<file path="config.mk">
export PLATFORM = sky130hd
export DESIGN_NAME = line_pixel_gen
export DESIGN_NICKNAME = d
export VERILOG_FILES = /design/src/rtl/line_pixel_gen.sv
export SDC_FILE = /design/constraint.sdc
export NUM_CORES = 1
export LEC_CHECK = 0
export CAP_MARGIN = 0
export CELL_PAD_IN_SITES_DETAIL_PLACEMENT = 2
export CELL_PAD_IN_SITES_GLOBAL_PLACEMENT = 2
export CORE_MARGIN = 1.5
export CORE_UTILIZATION = 29
export DETAILED_ROUTE_END_ITERATION = 12
export PLACE_DENSITY = 0.85
export REMOVE_ABC_BUFFERS = 1
export SKIP_CTS_REPAIR_TIMING = 1
export SYNTH_ARGS = -nofsm -noshare
export SYNTH_HDL_FRONTEND = slang
export SYNTH_SLANG_ARGS = --single-unit
</file>
<file path="constraint.sdc">
create_clock -name clk -period 3.41 [get_ports clk]
set_input_delay 0.682 -clock clk [delete_from_list [all_inputs] [get_ports clk]]
set_output_delay 0.682 -clock clk [all_outputs]
set_load 0.01 [all_outputs]
</file>
<file path="src/rtl/line_pixel_gen.sv">
// Bresenham iterator: walks x from x0 to x1, one pixel per handshake; latency 1 cycle from accept.
// Backpressure: pixel held stable while pixel_ready low. Optional screen clipping under `LINE_CLIP_EN.
module line_pixel_gen #(
    parameter int WIDTH    = 13,
    parameter int SCREEN_W = 640,
    parameter int SCREEN_H = 480
) (
    input  logic             clk,
    input  logic             rst,
    input  logic             param_valid,
    output logic             param_ready,
    input  logic [WIDTH-1:0] x0_in,
    input  logic [WIDTH-1:0] x1_in,
    input  logic [WIDTH-1:0] y0_in,
    input  logic [WIDTH-1:0] deltax_in,
    input  logic [WIDTH-1:0] deltay_in,
    input  logic [WIDTH-1:0] ystep_in,
    input  logic             steep_in,
    output logic             pixel_valid,
    input  logic             pixel_ready,
    output logic [WIDTH-1:0] pixel_x,
    output logic [WIDTH-1:0] pixel_y,
    output logic             line_done,
    output logic             busy
);

    typedef enum logic [1:0] {IDLE, DRAW, DONE} state_t;

    localparam logic [WIDTH-1:0] ONE = WIDTH'(1);

    state_t                  state;
    logic signed [WIDTH-1:0] x, y, x_end, deltax, deltay, ystep;
    logic                    steep;
    logic signed [WIDTH:0]   err;
    logic                    draw_q;

    logic signed [WIDTH:0]   dx_ext, dy_ext, dx_in_ext, err_step;
    logic signed [WIDTH-1:0] cand_x, cand_y;
    logic                    advance;

    assign dx_ext    = {deltax[WIDTH-1], deltax};
    assign dy_ext    = {deltay[WIDTH-1], deltay};
    assign dx_in_ext = {deltax_in[WIDTH-1], deltax_in};
    assign err_step  = err - dy_ext;

    assign cand_x  = steep ? y : x;
    assign cand_y  = steep ? x : y;
    assign pixel_x = cand_x;
    assign pixel_y = cand_y;

`ifdef LINE_CLIP_EN
    localparam logic signed [WIDTH:0] SCR_W = (WIDTH+1)'(SCREEN_W);
    localparam logic signed [WIDTH:0] SCR_H = (WIDTH+1)'(SCREEN_H);

    logic signed [WIDTH:0] cx_ext, cy_ext;
    logic                  in_range;

    assign cx_ext   = {cand_x[WIDTH-1], cand_x};
    assign cy_ext   = {cand_y[WIDTH-1], cand_y};
    assign in_range = !cx_ext[WIDTH] && (cx_ext < SCR_W) &&
                      !cy_ext[WIDTH] && (cy_ext < SCR_H);

    // Clipped pixels are never shown; the iterator steps past them on its own.
    assign pixel_valid = draw_q & in_range;
    assign advance     = draw_q & (pixel_ready | ~in_range);
`else
    assign pixel_valid = draw_q;
    assign advance     = draw_q & pixel_ready;
`endif

    always_ff @(posedge clk or posedge rst) begin
        if (rst) begin
            state       <= IDLE;
            x           <= '0;
            y           <= '0;
            x_end       <= '0;
            deltax      <= '0;
            deltay      <= '0;
            ystep       <= '0;
            steep       <= 1'b0;
            err         <= '0;
            draw_q      <= 1'b0;
            param_ready <= 1'b1;
            busy        <= 1'b0;
            line_done   <= 1'b0;
        end else begin
            case (state)
                IDLE: begin
                    line_done <= 1'b0;
                    if (param_valid && param_ready) begin
                        x           <= x0_in;
                        y           <= y0_in;
                        x_end       <= x1_in;
                        deltax      <= deltax_in;
                        deltay      <= deltay_in;
                        ystep       <= ystep_in;
                        steep       <= steep_in;
                        err         <= dx_in_ext >>> 1;
                        draw_q      <= 1'b1;
                        param_ready <= 1'b0;
                        busy        <= 1'b1;
                        state       <= DRAW;
                    end
                end
                DRAW: begin
                    if (advance) begin
                        if (x == x_end) begin
                            draw_q    <= 1'b0;
                            line_done <= 1'b1;
                            state     <= DONE;
                        end else begin
                            x <= x + ONE;
                            if (err_step[WIDTH]) begin
                                y   <= y + ystep;
                                err <= err_step + dx_ext;
                            end else begin
                                err <= err_step;
                            end
                        end
                    end
                end
                DONE: begin
                    line_done   <= 1'b0;
                    busy        <= 1'b0;
                    param_ready <= 1'b1;
                    state       <= IDLE;
                end
                default: state <= IDLE;
            endcase
        end
    end

endmodule

</file>
==> results.sh, run 1 <==
export IMPL_outcome="finished, violations left"
export IMPL_dieArea_um2=23540
export IMPL_async_flop_share_pct=100.0
export IMPL_yosysWarnings=0
export IMPL_timing_hold_worst_start="ystep[4]"
export IMPL_grt_start_max_net_pins=75
export IMPL_vias_in_the_first_global_route=6871
export IMPL_count_of_tritonroute_iterations_in_the_first_routing_pass=4
export IMPL_io_buffers=112
export IMPL_antenna_violations_before_repair=0
export IMPL_clock_latency_ns=0.37
export IMPL_design_core_area_um2=22030
export IMPL_finish_net_count=1019
export IMPL_grt_first_pass_wirelength_um=37490
export IMPL_reg2reg_depth=16
export IMPL_ys_flop_type="dfrtp_1"
export IMPL_powerDensity_nw_per_um2=1073
export IMPL_crit_path_max_incr_delay_ns=0.38
export IMPL_synth_enable_flop_cells=0
export IMPL_worst_slew_pin_slew_ns=0.9520
export IMPL_tritoncts="built"
export IMPL_dpl_cell_count=1152
export IMPL_worst_hold_depth=2
export IMPL_syn2layout_area_growth_pct=32.06
export IMPL_grt_usage_pct=20.10
export IMPL_clock_sinks=99
export IMPL_worstSetupEndpointType="register"
export IMPL_die_w_um=153.4
export IMPL_total_leakage_power_nw=3.843
export IMPL_critPathMaxFanout=3
export IMPL_floorplan_initialDensity_pct=29.79
export IMPL_hpwlAfterDp_um=17450
export IMPL_layout_drive_gt1_share_pct=12.71
export IMPL_maxCapViolCount=0
export IMPL_global_route_overflow_total=0
export IMPL_postRouteAntennaNets=0
export IMPL_postSynthCellCount=772
export IMPL_clock_tree_htree_level_count=3
export IMPL_clk_pin_slew_ns=0.08
export IMPL_fin_crit_ns=3.500
export IMPL_post_layout_nonfiller_instances=1177
export IMPL_timing_slew_headroom_pct=36.54
export IMPL_finalPower_mw=9.301
export IMPL_failed_checks="negative setup slack"
export IMPL_timing_final_setup_violations=1
export IMPL_startpoint="err[0]"
export IMPL_synth_seq_cells=99
export IMPL_crit_slowest_cell="dfrtp_1"
export IMPL_critPathRequiredTime_ns=3.64
export IMPL_startpoint_class_of_the_critical_path="register"
export IMPL_maximum_clock_rate_ghz=0.2857
export IMPL_arrival_ns=3.73
export IMPL_count_of_vias_placed_by_the_detailed_router=6268
export IMPL_yosysSeqAreaShare_pct=37.78
export IMPL_syn_avg_cell_area_um2=8.499
export IMPL_cell_by_cell_listing_of_the_critical_path="inv_2 > ha_4 > fa_2 > nor2b_2 > o31a_1 > buf_6 > a2111oi_4 > nor2_2 > xor2_2 > ha_1 > a21boi_1 > a311o_1 > a21oi_2 > xnor2_1 > mux2i_1 > a21oi_1"
export IMPL_hold_path_class="reg2reg"
export IMPL_route_detailed_drc=0
export IMPL_preCtsSetupSlack_ns=-0.1970
export IMPL_ir_worst_vdd_v=0.0003844
export IMPL_timing_setup_critical_path_class="reg2reg"
export IMPL_yosys_cell_types_count=66
export IMPL_routed_wl_um=24020
export IMPL_gp_congestion=0.8230
export IMPL_layout_setup_ws_ns=-0.09006
export IMPL_clock_skew_ns=0.01496
export IMPL_io_pins=113
export IMPL_timing_max_transition_violations_final=0
export IMPL_grt_setup_unrepaired="true"
export IMPL_syn_cell_area_um2=6561
export IMPL_ctsLongestPathBuffers=2
export IMPL_crit_reg2reg_launch="err[0]"
export IMPL_final_hold_viol_count=0
export IMPL_clk_root_buffer_cell="clkbuf_16"
export IMPL_share_of_the_core_filled_with_cells_pct=39.34
export IMPL_first_iter_violations=266
export IMPL_site_row_count=54
export IMPL_cp_num_buf_inv=2
export IMPL_die_height_um=153.4
export IMPL_insertedDiodeCount=0
export IMPL_clock_buffers_created_by_tritoncts=9
export IMPL_critical_path_top_delay_family="compound AO/OA/AOI/OAI gates"
export IMPL_critical_path_cell_count=16
export IMPL_wl_per_cell_um=20.41
export IMPL_drt_vias_per_instance=5.325
export IMPL_min_period_over_period_pct=102.6
[cell usage after synthesis (5+ instances only)]
cell / n / share of area, %
o21a_1: 10 / 1.1
o22ai_1: 6 / 0.57
mux2_2: 24 / 4.1
dfrtp_1: 98 / 37
o211ai_1: 9 / 1.0
a21o_1: 10 / 1.1
nand3_1: 15 / 1.1
a31oi_1: 14 / 1.3
a211oi_1: 5 / 0.57
ha_1: 41 / 7.8
mux2i_1: 14 / 2.1
nand2_1: 185 / 11
nand2b_1: 7 / 0.67
nor2b_1: 7 / 0.67
nor3_1: 15 / 1.1
and3_1: 10 / 0.95
inv_1: 28 / 1.6
o21ai_0: 52 / 4.0
xor2_1: 10 / 1.3
xnor2_1: 27 / 3.6
clkbuf_1: 26 / 1.5
nor2_1: 43 / 2.5
a21oi_1: 45 / 3.4
[sequential cells by signal (all words and copies together), names as in the netlist, 2 cells and up]
register,count
deltay,13
ystep,13
deltax,13
x_end,13
err,14
state,2
y,13
x,13
[power by group]
part / switching, mW / internal (mW) / leakage (nW)
Combinational: 3.31 / 2.88 / 2.50
Sequential: 0.447 / 1.54 / 1.19
Clock: 0.530 / 0.591 / 0.156
[tightest hold or removal path: stages (launching register included)]
cell and delay, ns:
dfrtp_1 0.35, nand2_1 0.05, nand2_1 0.05
[worst paths after layout]
check	endpoint	slack (ns)
max	err[12]	-0.09
min	ystep[4]	0.49
max reg2reg	err[12]	-0.09
min reg2reg	ystep[4]	0.49
max in group asynchronous	y[9]	1.73
min in group asynchronous	steep	0.90
[layer usage]
| layer | vias up | part of all wire [%] | global-route usage [%] |
|---|---|---|---|
| met4 | 0 | 1.9 | 5.409 |
| li1 | 2930 | - | - |
| met1 | 3198 | 44 | 25.49 |
| met2 | 110 | 51 | 35.93 |
| met3 | 30 | 2.5 | 2.523 |
| met5 | - | 0 | 0 |
[cell type report]
type                            count  area (µm²)
Inverter                           28       107.6
Sequential cell                    99        2479
Multi-Input combinational cell    611        4040
Fill cell                        2400       13360
Clock inverter                      7       92.59
Tap cell                          280       350.3
Clock buffer                        9       225.2
Timing Repair Buffer              143        1370
[placed cells by master (no fill, tap or decap), types with 4 or more instances in the layout]
cell             netlist  layout
nand2_1              185     185
clkdlybuf4s50_1        0     112
dfrtp_1               98      98
o21ai_0               52      46
a21oi_1               45      41
nor2_1                43      39
ha_1                  41      35
buf_4                  0      29
inv_1                 28      25
xnor2_1               27      24
mux2_2                24      24
nand3_1               15      15
a31oi_1               14      14
mux2i_1               14      14
nor3_1                15      12
and3_1                10      10
o21a_1                10      10
a21o_1                10      10
xor2_1                10       9
o211ai_1               9       9
clkbuf_16              0       9
nand2b_1               7       7
o22ai_1                6       6
a211oi_1               5       5
or3_1                  4       4
nor2b_1                7       4
nor2_2                 0       4
a21oi_2                0       4
o21ai_1                0       4
ha_4                   0       4
[cells by family after synthesis]
| group | synth area share [%] |
|---|---|
| AND/OR/NAND/NOR | 19.85 |
| AO/OA/AOI/OAI | 18.36 |
| flip-flops | 37.78 |
| buffers and inverters | 3.833 |
| adder cells (fa/ha/maj) | 8.734 |
| XOR/XNOR | 5.187 |
| multiplexers | 6.255 |
[stage by stage]
stage / area, µm² / hold WS (ns) / setup TNS, ns
floorplan: 6415 / 0.4497 / -154.93
global placement: 8075 / 0.4695 / 0
detailed placement: 8075 / 0.4703 / -0.3229
CTS: 8393 / 0.4913 / -0.8217
global route: 8665 / 0.5193 / -0.5977
finish: 8665 / 0.4867 / -0.09006
Power figures use the tool's default switching activity.
==> run 2, diff against run 1 <==
Settings changed: CORE_MARGIN 1.5 to unset, SLEW_MARGIN set to 5.
==> run 2 against run 1 <==
  * The flow finishes with violations (design-rule violations, negative setup slack)
  * Register-to-register slack lost 0.13 ns
  * First-iteration DRC count decreased by 2.3%
  * Global-route usage increased by 1.1 points
  * Utilization increased by 0.50 points
  * Routed wire length rose by 5.6%
  * Clock skew down 0.0033 ns
  * Final area up 1.3%
  * Cell count grew 0.42%
  * Hold slack lost 0.0043 ns
  * Worst setup slack lost 0.13 ns
  * Critical path type unchanged
  * Critical endpoint unchanged
  * Highest routed layer unchanged
==> results.sh, run 2 (synthesized netlist as in run 1, its figures left out) <==
export IMPL_outcome="finished, violations left"
export IMPL_failed_checks="design-rule violations, negative setup slack"
export IMPL_layout_setup_ws_ns=-0.2248
export IMPL_die_height_um=152.4
export IMPL_share_of_the_core_filled_with_cells_pct=39.84
export IMPL_grt_usage_pct=21.17
export IMPL_gp_congestion=0.8231
export IMPL_place_area_um2=8135
export IMPL_final_design_area_no_fill_um2=8775
export IMPL_largest_register_ff_count=14
export IMPL_drt_vias_per_instance=5.340
export IMPL_hpwlAfterDp_um=17760
export IMPL_drt_met1_wl_um=11070
export IMPL_layout_cells_most_common="nand2_1"
export IMPL_io_pins=113
export IMPL_dpl_cell_count=1155
export IMPL_syn2layout_area_growth_pct=33.73
export IMPL_dieArea_um2=23230
export IMPL_clock_buffers_created_by_tritoncts=9
export IMPL_wl_per_cell_um=21.46
export IMPL_arrival_ns=3.87
export IMPL_clock_latency_ns=0.37
export IMPL_total_leakage_power_nw=3.882
export IMPL_timing_setup_critical_path_class="reg2reg"
export IMPL_antenna_violations_before_repair=0
export IMPL_clk_root_buffer_cell="clkbuf_16"
export IMPL_clock_tree_htree_level_count=3
export IMPL_count_of_tritonroute_iterations_in_the_first_routing_pass=10
export IMPL_floorplan_initialDensity_pct=29.79
export IMPL_io_buffers=112
export IMPL_grt_first_pass_wirelength_um=38390
export IMPL_fin_crit_ns=3.635
export IMPL_registers_top_by_ff_count="err"
export IMPL_finalHoldWorstSlack_ns=0.4824
export IMPL_layout_drive_gt1_share_pct=14.19
export IMPL_count_of_vias_placed_by_the_detailed_router=6312
export IMPL_postRouteAntennaNets=0
export IMPL_min_period_over_period_pct=106.6
export IMPL_startpoint_class_of_the_critical_path="register"
export IMPL_vias_in_the_first_global_route=6965
export IMPL_clk_pin_slew_ns=0.08
export IMPL_slack_of_the_worst_reg_to_reg_path_ns=-0.22
export IMPL_site_row_count=54
export IMPL_route_detailed_drc=3
export IMPL_die_w_um=152.4
export IMPL_routed_wl_um=25370
export IMPL_timing_slew_headroom_pct=53.43
export IMPL_grt_setup_unrepaired="true"
export IMPL_worstSetupEndpointType="register"
export IMPL_layout_common_cells="nand2_1, clkdlybuf4s50_1, dfrtp_1"
export IMPL_powerDensity_nw_per_um2=1109
export IMPL_ir_worst_vdd_v=0.0003886
export IMPL_finish_net_count=1024
export IMPL_met3_wirelength_um=626
export IMPL_grt_start_max_net_pins=72
export IMPL_insertedDiodeCount=0
export IMPL_clock_skew_ns=0.01162
export IMPL_highest_layer="met4"
export IMPL_maxCapViolCount=0
export IMPL_first_iter_violations=260
export IMPL_tritoncts="built"
export IMPL_filler_cells=2411
export IMPL_maximum_clock_rate_ghz=0.2751
export IMPL_global_route_overflow_total=0
export IMPL_timing_final_setup_violations=1
export IMPL_clock_sinks=99
export IMPL_worst_slew_pin_slew_ns=0.6985
export IMPL_wl_met2_um=13180
export IMPL_hold_path_class="reg2reg"
export IMPL_critPathMaxFanout=4
export IMPL_critPathRequiredTime_ns=3.65
export IMPL_final_hold_viol_count=0
export IMPL_ctsLongestPathBuffers=2
export IMPL_timing_max_transition_violations_final=0
export IMPL_post_layout_nonfiller_instances=1182
export IMPL_design_core_area_um2=22030
## run 2: cell count changes in the layout (fill, tap and decap cells not counted), sizes merged
cell	before	now
buf	31	36
inv	32	31
clkinv	2	3
## run 2: area by class of cell
class	instances	area [µm²]	share of cell area (%)
Clock buffer	9	225.2	2.567
Clock inverter	7	85.08	0.9696
Inverter	28	107.6	1.226
Multi-Input combinational cell	611	4086	46.57
Sequential cell	99	2479	28.25
Tap cell	280	350.3	3.993
Timing Repair Buffer	148	1441	16.43
## run 2: path summary, 6_finish.rpt
check,from,depth (start not counted),endpoint
setup / recovery,deltay[0],15,err[12]
hold / removal,ystep[5],2,ystep[5]
setup reg to reg,deltay[0],15,err[12]
max in group asynchronous,rst,3,err[2]
hold reg to reg,ystep[5],2,ystep[5]
min in group asynchronous,rst,2,deltax[11]
## run 2: per-stage QoR
stage	TNS, ns	setup slack (ns)	power [mW]
floorplan	-154.93	-2.675	5.614
detailed placement	-0.7206	-0.1969	7.599
global route	-0.7252	-0.3501	10.35
global placement	-0.03706	-0.03706	7.242
finish	-0.2248	-0.2248	9.727
CTS	-1.243	-0.5043	8.802
## run 2: worst max-delay path, cell delays in order (launching register included)
cell,delay [ns]
dfrtp_1,0.42
ha_4,0.19
fa_2,0.39
nor2b_2,0.13
o31a_1,0.30
buf_4,0.17
a211oi_2,0.07
xnor2_1,0.31
ha_2,0.37
nand3_2,0.11
a21boi_1,0.08
a311o_1,0.34
a21oi_2,0.14
xnor2_1,0.10
mux2i_1,0.25
a21oi_1,0.14
## run 2: per-layer routing
metal | track usage, % | vias to the layer above
met3 | 2.673 | 34
met4 | 6.926 | 0
met5 | 0 | -
met1 | 26.33 | 3221
li1 | - | 2942
met2 | 37.85 | 115
## run 2: where the power goes
| part | switching [mW] | internal [mW] | total [mW] | leakage, nW |
|---|---|---|---|---|
| Combinational | 3.54 | 3.07 | 6.61 | 2.54 |
| Clock | 0.530 | 0.585 | 1.11 | 0.153 |
| Sequential | 0.460 | 1.54 | 2.00 | 1.19 |
==> run 3, diff against run 2 <==
Settings changed: CELL_PAD_IN_SITES_DETAIL_PLACEMENT 2 to unset, CELL_PAD_IN_SITES_GLOBAL_PLACEMENT 2 to unset, CORE_UTILIZATION 29 to 49, PLACE_DENSITY 0.85 to 0.86, SLEW_MARGIN 5 to 0.
==> run 3 against run 2 <==
  * The run now ends clean
  * Final area decreased by 4.6%
  * Worst setup slack improved by 0.28 ns
  * Clock skew decreased by 0.0037 ns
  * Utilization increased by 25 points
  * Cell count decreased by 11%
  * Largest cell class unchanged
  * Hold slack improved by 0.012 ns
  * Flip-flop and latch count unchanged
  * Via count decreased by 3.5%
==> results.sh, run 3 (synthesized netlist as in run 1, its figures left out) <==
export IMPL_outcome="completed"
export IMPL_insertedDiodeCount=0
export IMPL_clk_root_buffer_cell="clkbuf_16"
export IMPL_site_row_count=41
export IMPL_timing_max_transition_violations_final=0
export IMPL_gp_congestion=0.8884
export IMPL_count_of_tritonroute_iterations_in_the_first_routing_pass=5
export IMPL_timing_slew_headroom_pct=26.31
export IMPL_vias_in_the_first_global_route=5926
export IMPL_finish_net_count=1006
export IMPL_sequential_standard_cell_area_um2=2479
export IMPL_total_leakage_power_nw=3.755
export IMPL_final_hold_viol_count=0
export IMPL_route_detailed_drc=0
export IMPL_count_of_vias_placed_by_the_detailed_router=6089
export IMPL_crit_slowest_cell="a311oi_2"
export IMPL_arrival_ns=3.64
export IMPL_min_period_over_period_pct=98.34
export IMPL_floorplan_initialDensity_pct=51.16
export IMPL_grt_setup_unrepaired="true"
export IMPL_finalHoldWorstSlack_ns=0.4943
export IMPL_grt_start_max_net_pins=62
export IMPL_tritoncts="built"
export IMPL_clock_tree_htree_level_count=3
export IMPL_design_core_area_um2=12820
export IMPL_first_iter_violations=462
export IMPL_maxCapViolCount=0
export IMPL_cell_by_cell_listing_of_the_critical_path="inv_1 > ha_1 > nor2b_2 > o2111ai_1 > a311oi_2 > nor2_2 > xnor2_2 > ha_2 > nand3_1 > a21boi_0 > o211ai_1 > a2bb2oi_1 > and4_1 > nor3_2"
export IMPL_grt_first_pass_wirelength_um=29010
export IMPL_timing_setup_critical_path_class="reg2reg"
export IMPL_io_pins=113
export IMPL_dpl_cell_count=1035
export IMPL_drt_vias_per_instance=5.766
export IMPL_clock_latency_ns=0.36
export IMPL_die_w_um=117.7
export IMPL_largest_register_ff_count=14
export IMPL_powerDensity_nw_per_um2=1026
export IMPL_antenna_violations_before_repair=0
export IMPL_critPathRequiredTime_ns=3.69
export IMPL_postRouteAntennaNets=0
export IMPL_registers_top_by_ff_count="err"
export IMPL_worstSetupEndpointType="register"
export IMPL_clk_pin_slew_ns=0.07
export IMPL_critPathMaxFanout=7
export IMPL_finalPower_mw=8.587
export IMPL_grt_usage_pct=26.13
export IMPL_critical_path_top_delay_family="compound AO/OA/AOI/OAI gates"
export IMPL_cp_num_buf_inv=1
export IMPL_layout_common_cells="nand2_1, clkdlybuf4s50_1, dfrtp_1"
export IMPL_maximum_clock_rate_ghz=0.2982
export IMPL_hold_path_class="reg2reg"
export IMPL_layout_drive_gt1_share_pct=10.86
export IMPL_clock_buffers_created_by_tritoncts=9
export IMPL_layout_cells_most_common="nand2_1"
export IMPL_ctsLongestPathBuffers=2
export IMPL_global_route_overflow_total=0
export IMPL_hpwlAfterDp_um=12280
export IMPL_worst_slew_pin_slew_ns=1.100
export IMPL_clock_sinks=99
export IMPL_multi_input_comb_area_um2=3993
export IMPL_fin_crit_ns=3.353
export IMPL_timing_final_setup_violations=0
export IMPL_startpoint_class_of_the_critical_path="register"
export IMPL_wl_per_cell_um=16.81
export IMPL_post_layout_nonfiller_instances=1056
export IMPL_clock_skew_ns=0.007912
export IMPL_crit_path_max_incr_delay_ns=0.47
export IMPL_ir_worst_vdd_v=0.0004754
export IMPL_io_buffers=112
export IMPL_filler_cells=1044
export IMPL_die_height_um=117.7
export IMPL_syn2layout_area_growth_pct=27.52
export IMPL_routed_wl_um=17750
export IMPL_dieArea_um2=13860
## run 3: cell count changes in the layout (fill, tap and decap cells not counted), moves of 3 or more
cell / change
a21boi_0: +3
o21ai_0: +4
buf_12: -3
clkinv_4: -3
clkinvlp_4: +3
buf_4: -16
## run 3: where the power goes
part	switching [mW]	total (mW)	internal, mW
Sequential	0.390	1.94	1.55
Combinational	2.92	5.60	2.68
Clock	0.477	1.05	0.573
Total	3.79	8.59	4.80
## run 3: final timing paths
kind	slack, ns	from	endpoint	depth (start not counted)
setup reg to reg	0.06	deltay[1]	err[11]	14
min in group asynchronous	0.72	rst	busy	2
hold / removal	0.49	ystep[0]	ystep[0]	2
setup / recovery	0.06	deltay[1]	err[11]	14
hold reg to reg	0.49	ystep[0]	ystep[0]	2
max in group asynchronous	1.99	rst	err[11]	3
## run 3: routing by layer
layer / share of wire (%) / track usage (%)
met1: 43 / 33.87
met2: 49 / 42.83
met3: 6.3 / 4.797
met4: 2.6 / 10.82
met5: 0 / 0
## run 3: area by class of cell
class / instances / share of cell area, %
multi-input cells: 611 / 47.72
flip-flops and latches: 99 / 29.62
repair buffers: 130 / 15.21
clock buffers: 9 / 2.692
well taps: 172 / 2.572
inverters: 28 / 1.286
clock inverters: 7 / 0.8973
## run 3: tightest hold or removal path: cells and delay by family (launching register included)
kind | cells | cell delay, ns
flops | 1 | 0.35
simple gates | 2 | 0.11
## run 3: through the flow
step	setup TNS, ns	area, µm²	util (%)	worst slack, ns
2_1_floorplan	-154.93	6415	-	-2.675
4_1_cts	-0.4005	8173	63.73	-0.1403
6_report	0	8367	65.24	0.05673
3_3_place_gp	0	7873	61.39	0.07361
5_1_grt	-0.4864	8367	65.24	-0.1772
3_5_place_dp	-0.1258	7873	61.39	-0.06799
==> edit 1 (flow settings as in run 3) <==
Encoding of `state_t`: now one-hot (3 bits for 3 states).
--- a/src/rtl/line_pixel_gen.sv
+++ b/src/rtl/line_pixel_gen.sv
@@ -26,3 +26,3 @@
 
-    typedef enum logic [1:0] {IDLE, DRAW, DONE} state_t;
+    typedef enum logic [2:0] {IDLE = 3'b001, DRAW = 3'b010, DONE = 3'b100} state_t;
 
Behaviour: same outputs for any inputs over 4 cycles, from zero or initial values and one cycle with rst high; so few cycles prove little.
==> edit 1 against run 3 <==
Count of clock-buffer cells in the layout did not move; design area rose by 3.9%; sequential cell count rose by 1; worst setup slack worse by 0.11 ns; fmax decreased by 3.2%; the run now ends with setup timing left; highest routed layer unchanged; synthesized area up 2.7%; wire length increased by 0.79%.
Power is not shown: default switching activity piles up to over one toggle a cycle in this logic, so the estimate is an artifact.
==> edit 1: results <==
[yosys]
synthTopCellsByArea = "dfrtp_1, mux2_2, ha_1"
ys_seq_area_frac = 0.372
synth_common_cells = "dfrtp_1, nand2_1, mux2_2"

[route]
num_vias = 5917
drt-initial-drc-count = 464
dr.pass1.iters = 7
wirelength_microns = 17900

[place]
post-dp-hpwl_microns = 12500
io_buffers = 112
place.gp.congestion = 0.892

[hold_path]
min_from = "err[4]"

[cells_and_area]
antenna-diode-count = 0
largest_register_ffs = 14
nNetsFinal = 953
drive_gt1_frac = 0.189

[sta]
tns_ns = -0.0553
worst_slack_ns = -0.0553
worstMarginPinSlew_ns = 0.679
setup_viol = 1
skew_ns = 0.00801

[status]
violations = "setup timing"
status = "finished with violations"

[clocking]
cts_root_buffer = "clkbuf_16"
clk_pin_slew_ns = 0.07

[grt]
grt_pass1_wl_microns = 28700
grt_max_degree = 54
grt.total_usage = 0.257

[critical_path]
reg2reg_to = "err[13]"
reg2reg_from = "err[0]"
critical_path_arrival_ns = 3.75
rr_worst_depth = 15
crit_fanout = 3
[edit 1: changes by cell type after synthesis, moves of 7 or more]
cell,change
o211ai_1,-7
nand2_1,-110
mux2_2,+42
mux2i_1,-8
mux2_4,+7
a222oi_1,+7
[edit 1: critical path, stage by stage (launching register included)]
cell,delay [ns]
dfrtp_1,0.38
inv_2,0.08
ha_4,0.16
fa_2,0.20
nor2b_1,0.06
o31a_1,0.28
o211a_1,0.26
or4_4,0.48
o211ai_1,0.14
ha_1,0.29
nor2b_4,0.14
or4_4,0.41
o22ai_2,0.14
xor2_1,0.16
nand2_1,0.07
a21oi_1,0.13
[edit 1: through the flow]
step,cells,cell area (sq um),hold WS (ns),worst slack [ns],util
4_1_cts,1001,8460,0.490,-0.0393,0.633
6_report,1007,8690,0.492,-0.0553,0.651
5_1_grt,1007,8690,0.508,-0.170,0.651
3_3_place_gp,985,8120,0.465,0.0404,0.608
2_1_floorplan,676,6590,0.454,-0.582,-
3_5_place_dp,985,8120,0.475,-0.0129,0.608
[edit 1: worst max path at each step]
stage | start | slack, ns | depth (start not counted) | endpoint
2_1_floorplan | param_valid | -0.58 | 4 | deltax[0]
3_3_place_gp | err[0] | 0.04 | 15 | err[13]
3_5_place_dp | err[0] | -0.01 | 15 | err[13]
4_1_cts | err[0] | -0.04 | 15 | err[13]
5_1_grt | deltay[1] | -0.17 | 16 | err[13]
6_report | err[0] | -0.06 | 15 | err[13]
[edit 1: cell families (layout without fill, tap and decap cells)]
family	count (synthesis)	count (layout)	synth area share
and+or+nand+nor	193	193	0.138
adders and majority gates	44	44	0.0850
DFF	100	100	0.372
muxes	79	79	0.135
xor gates and xnor gates	38	38	0.0494
AOI/OAI and AO/OA	193	193	0.184
buffers and inverters	61	184	0.0379
[edit 1: final cells by class]
cell class              instances  area, sq um
fillers                      1050         4660
flip-flops and latches        100         2500
inverters                      29          111
clock inverters                 7          114
repair buffers                139         1340
clock buffers                   9          225
well taps                     176          220
multi-input cells             547         4180
[edit 1: layer usage]
layer / GRT usage / wire [microns] / vias up
li1: - / - / 2815
met3: 0.0527 / 1190 / 37
met1: 0.322 / 7370 / 2823
met2: 0.442 / 8930 / 242
met5: 0 / 0 / -
met4: 0.0831 / 388 / 0
==> edit 2 (settings of run 3) <==
Without the edit above. The parameter `WIDTH` goes from 13 to 26.
--- a/src/rtl/line_pixel_gen.sv
+++ b/src/rtl/line_pixel_gen.sv
@@ -3,3 +3,3 @@
 module line_pixel_gen #(
-    parameter int WIDTH    = 13,
+    parameter int WIDTH    = 26,
     parameter int SCREEN_W = 640,
Interface: changed (8 resized); port bits go from 113 to 217. No check against the original RTL was run, so the function may have changed too.
==> edit 2 against run 3 <==
The flow now finishes with violations (setup timing); fmax shrank 29%; total power rose to 2.5 times the old value; non-clock buffer count increased by 259; wire length rose to 2.5 times the old value; sequential share of layout area down 2.9 points; synthesized area rose by 98%; largest cell class unchanged; worst setup slack got worse by 1.4 ns; sequential cell count increased by 91; design area is 110% higher; largest power group unchanged; critical path type unchanged; cell count is 110% higher.
==> edit 2: results <==
[cells_and_area]
largest_register_ffs = 27
antenna-diode-count = 0
top_register = "err"
final_cells = 2229
drive_gt1_frac = 0.184
nNetsFinal = 2125

[critical_path]
crit_fanout = 4
cpMaxStageDelayCell = "or4_1"
cpLargestDelayFamily = "compound AO/OA/AOI/OAI gates"
slowest_delay_ns = 0.55

[clocking]
clk_pin_slew_ns = 0.08
cts_root_buffer = "clkbuf_16"
cts-buffers-inserted = 17
cts_buffer_depth = 2
htree_levels = 4
clk_latency_ns = 0.45

[grt]
grt_antenna_before_repair = 0
grt.total_usage = 0.297
grt_max_degree = 132
grt_pass1_wl_microns = 63500

[power]
ir_drop_mv = 0.734
leakage_nw = 8.30

[route]
drt-initial-drc-count = 1406
dr.pass1.iters = 5
wl_per_cell_microns = 19.9
num_vias = 13482

[sta]
setup_viol = 50
worstMarginPinSlew_ns = 0.737
worst_slack_ns = -1.30
skew_ns = 0.0188

[hold_path]
hold_class = "reg2reg"

[place]
post-dp-hpwl_microns = 28600
place.gp.congestion = 0.963
placed_cell_area_sq_mm = 0.0164
place_ws_ns = -1.09
io_buffers = 216

[status]
status = "finished with violations"
violations = "setup timing"

[yosys]
ys_seq_area_frac = 0.366
ys_warn_count = 0
avgSynthCellArea_sq_um = 8.38
synthArstFlopShare = 1.00
synth_cell_types = 83
synth_common_cells = "nand2_1, dfrtp_1, a21oi_1"
synthTopCellsByArea = "dfrtp_1, nand2_1, ha_1"
==> edit 2: per-layer routing <==
layer	vias up	GRT usage	routed length (microns)
met5	-	0	0
met3	226	0.0585	4000
met2	802	0.513	21300
li1	6059	-	-
met1	6395	0.348	16600
met4	0	0.156	2650
==> edit 2: power breakdown <==
| group | internal (mW) | switching [mW] | leakage (nW) |
|---|---|---|---|
| Combinational | 7.61 | 7.99 | 5.68 |
| Sequential | 2.95 | 0.757 | 2.30 |
| Clock | 1.22 | 1.05 | 0.317 |
| Total | 11.8 | 9.79 | 8.30 |
==> edit 2: metrics by stage <==
step | TNS [ns] | hold slack (ns) | utilization
global placement | -10.46 | 0.463 | 0.631
floorplan | -2034.12 | 0.445 | -
finish | -23.51 | 0.485 | 0.684
global route | -29.24 | 0.499 | 0.684
detailed placement | -13.60 | 0.468 | 0.631
CTS | -16.46 | 0.486 | 0.656
==> edit 2: cell families after synthesis <==
group                      synth area share
AOI/OAI and AO/OA                     0.210
xor gates and xnor gates             0.0607
adders and majority gates            0.0817
buffers and inverters                0.0416
DFF                                   0.366
muxes                                0.0587
and+or+nand+nor                       0.181
==> edit 2: final timing paths <==
check	start	end	cells past startpoint
setup reg to reg	deltay[1]	err[25]	22
max in group asynchronous	rst	param_ready	3
hold / removal	ystep[7]	ystep[7]	2
hold reg to reg	ystep[7]	ystep[7]	2
min in group asynchronous	rst	deltay[3]	2
setup / recovery	deltay[1]	err[25]	22
==> edit 2: final cells by class <==
cell class / instances / area [sq um]
sequential: 190 / 4760
tap: 335 / 419
clock inverter: 14 / 218
multi-input combinational: 1228 / 8160
fill: 1854 / 8230
inverter: 55 / 216
timing repair buffer: 389 / 3630
clock buffer: 18 / 439
==> edit 2: tightest hold or removal path, stage by stage, from the launching register on <==
cell and delay, ns:
dfrtp_1 0.35, nand2_1 0.05, nand2_1 0.05
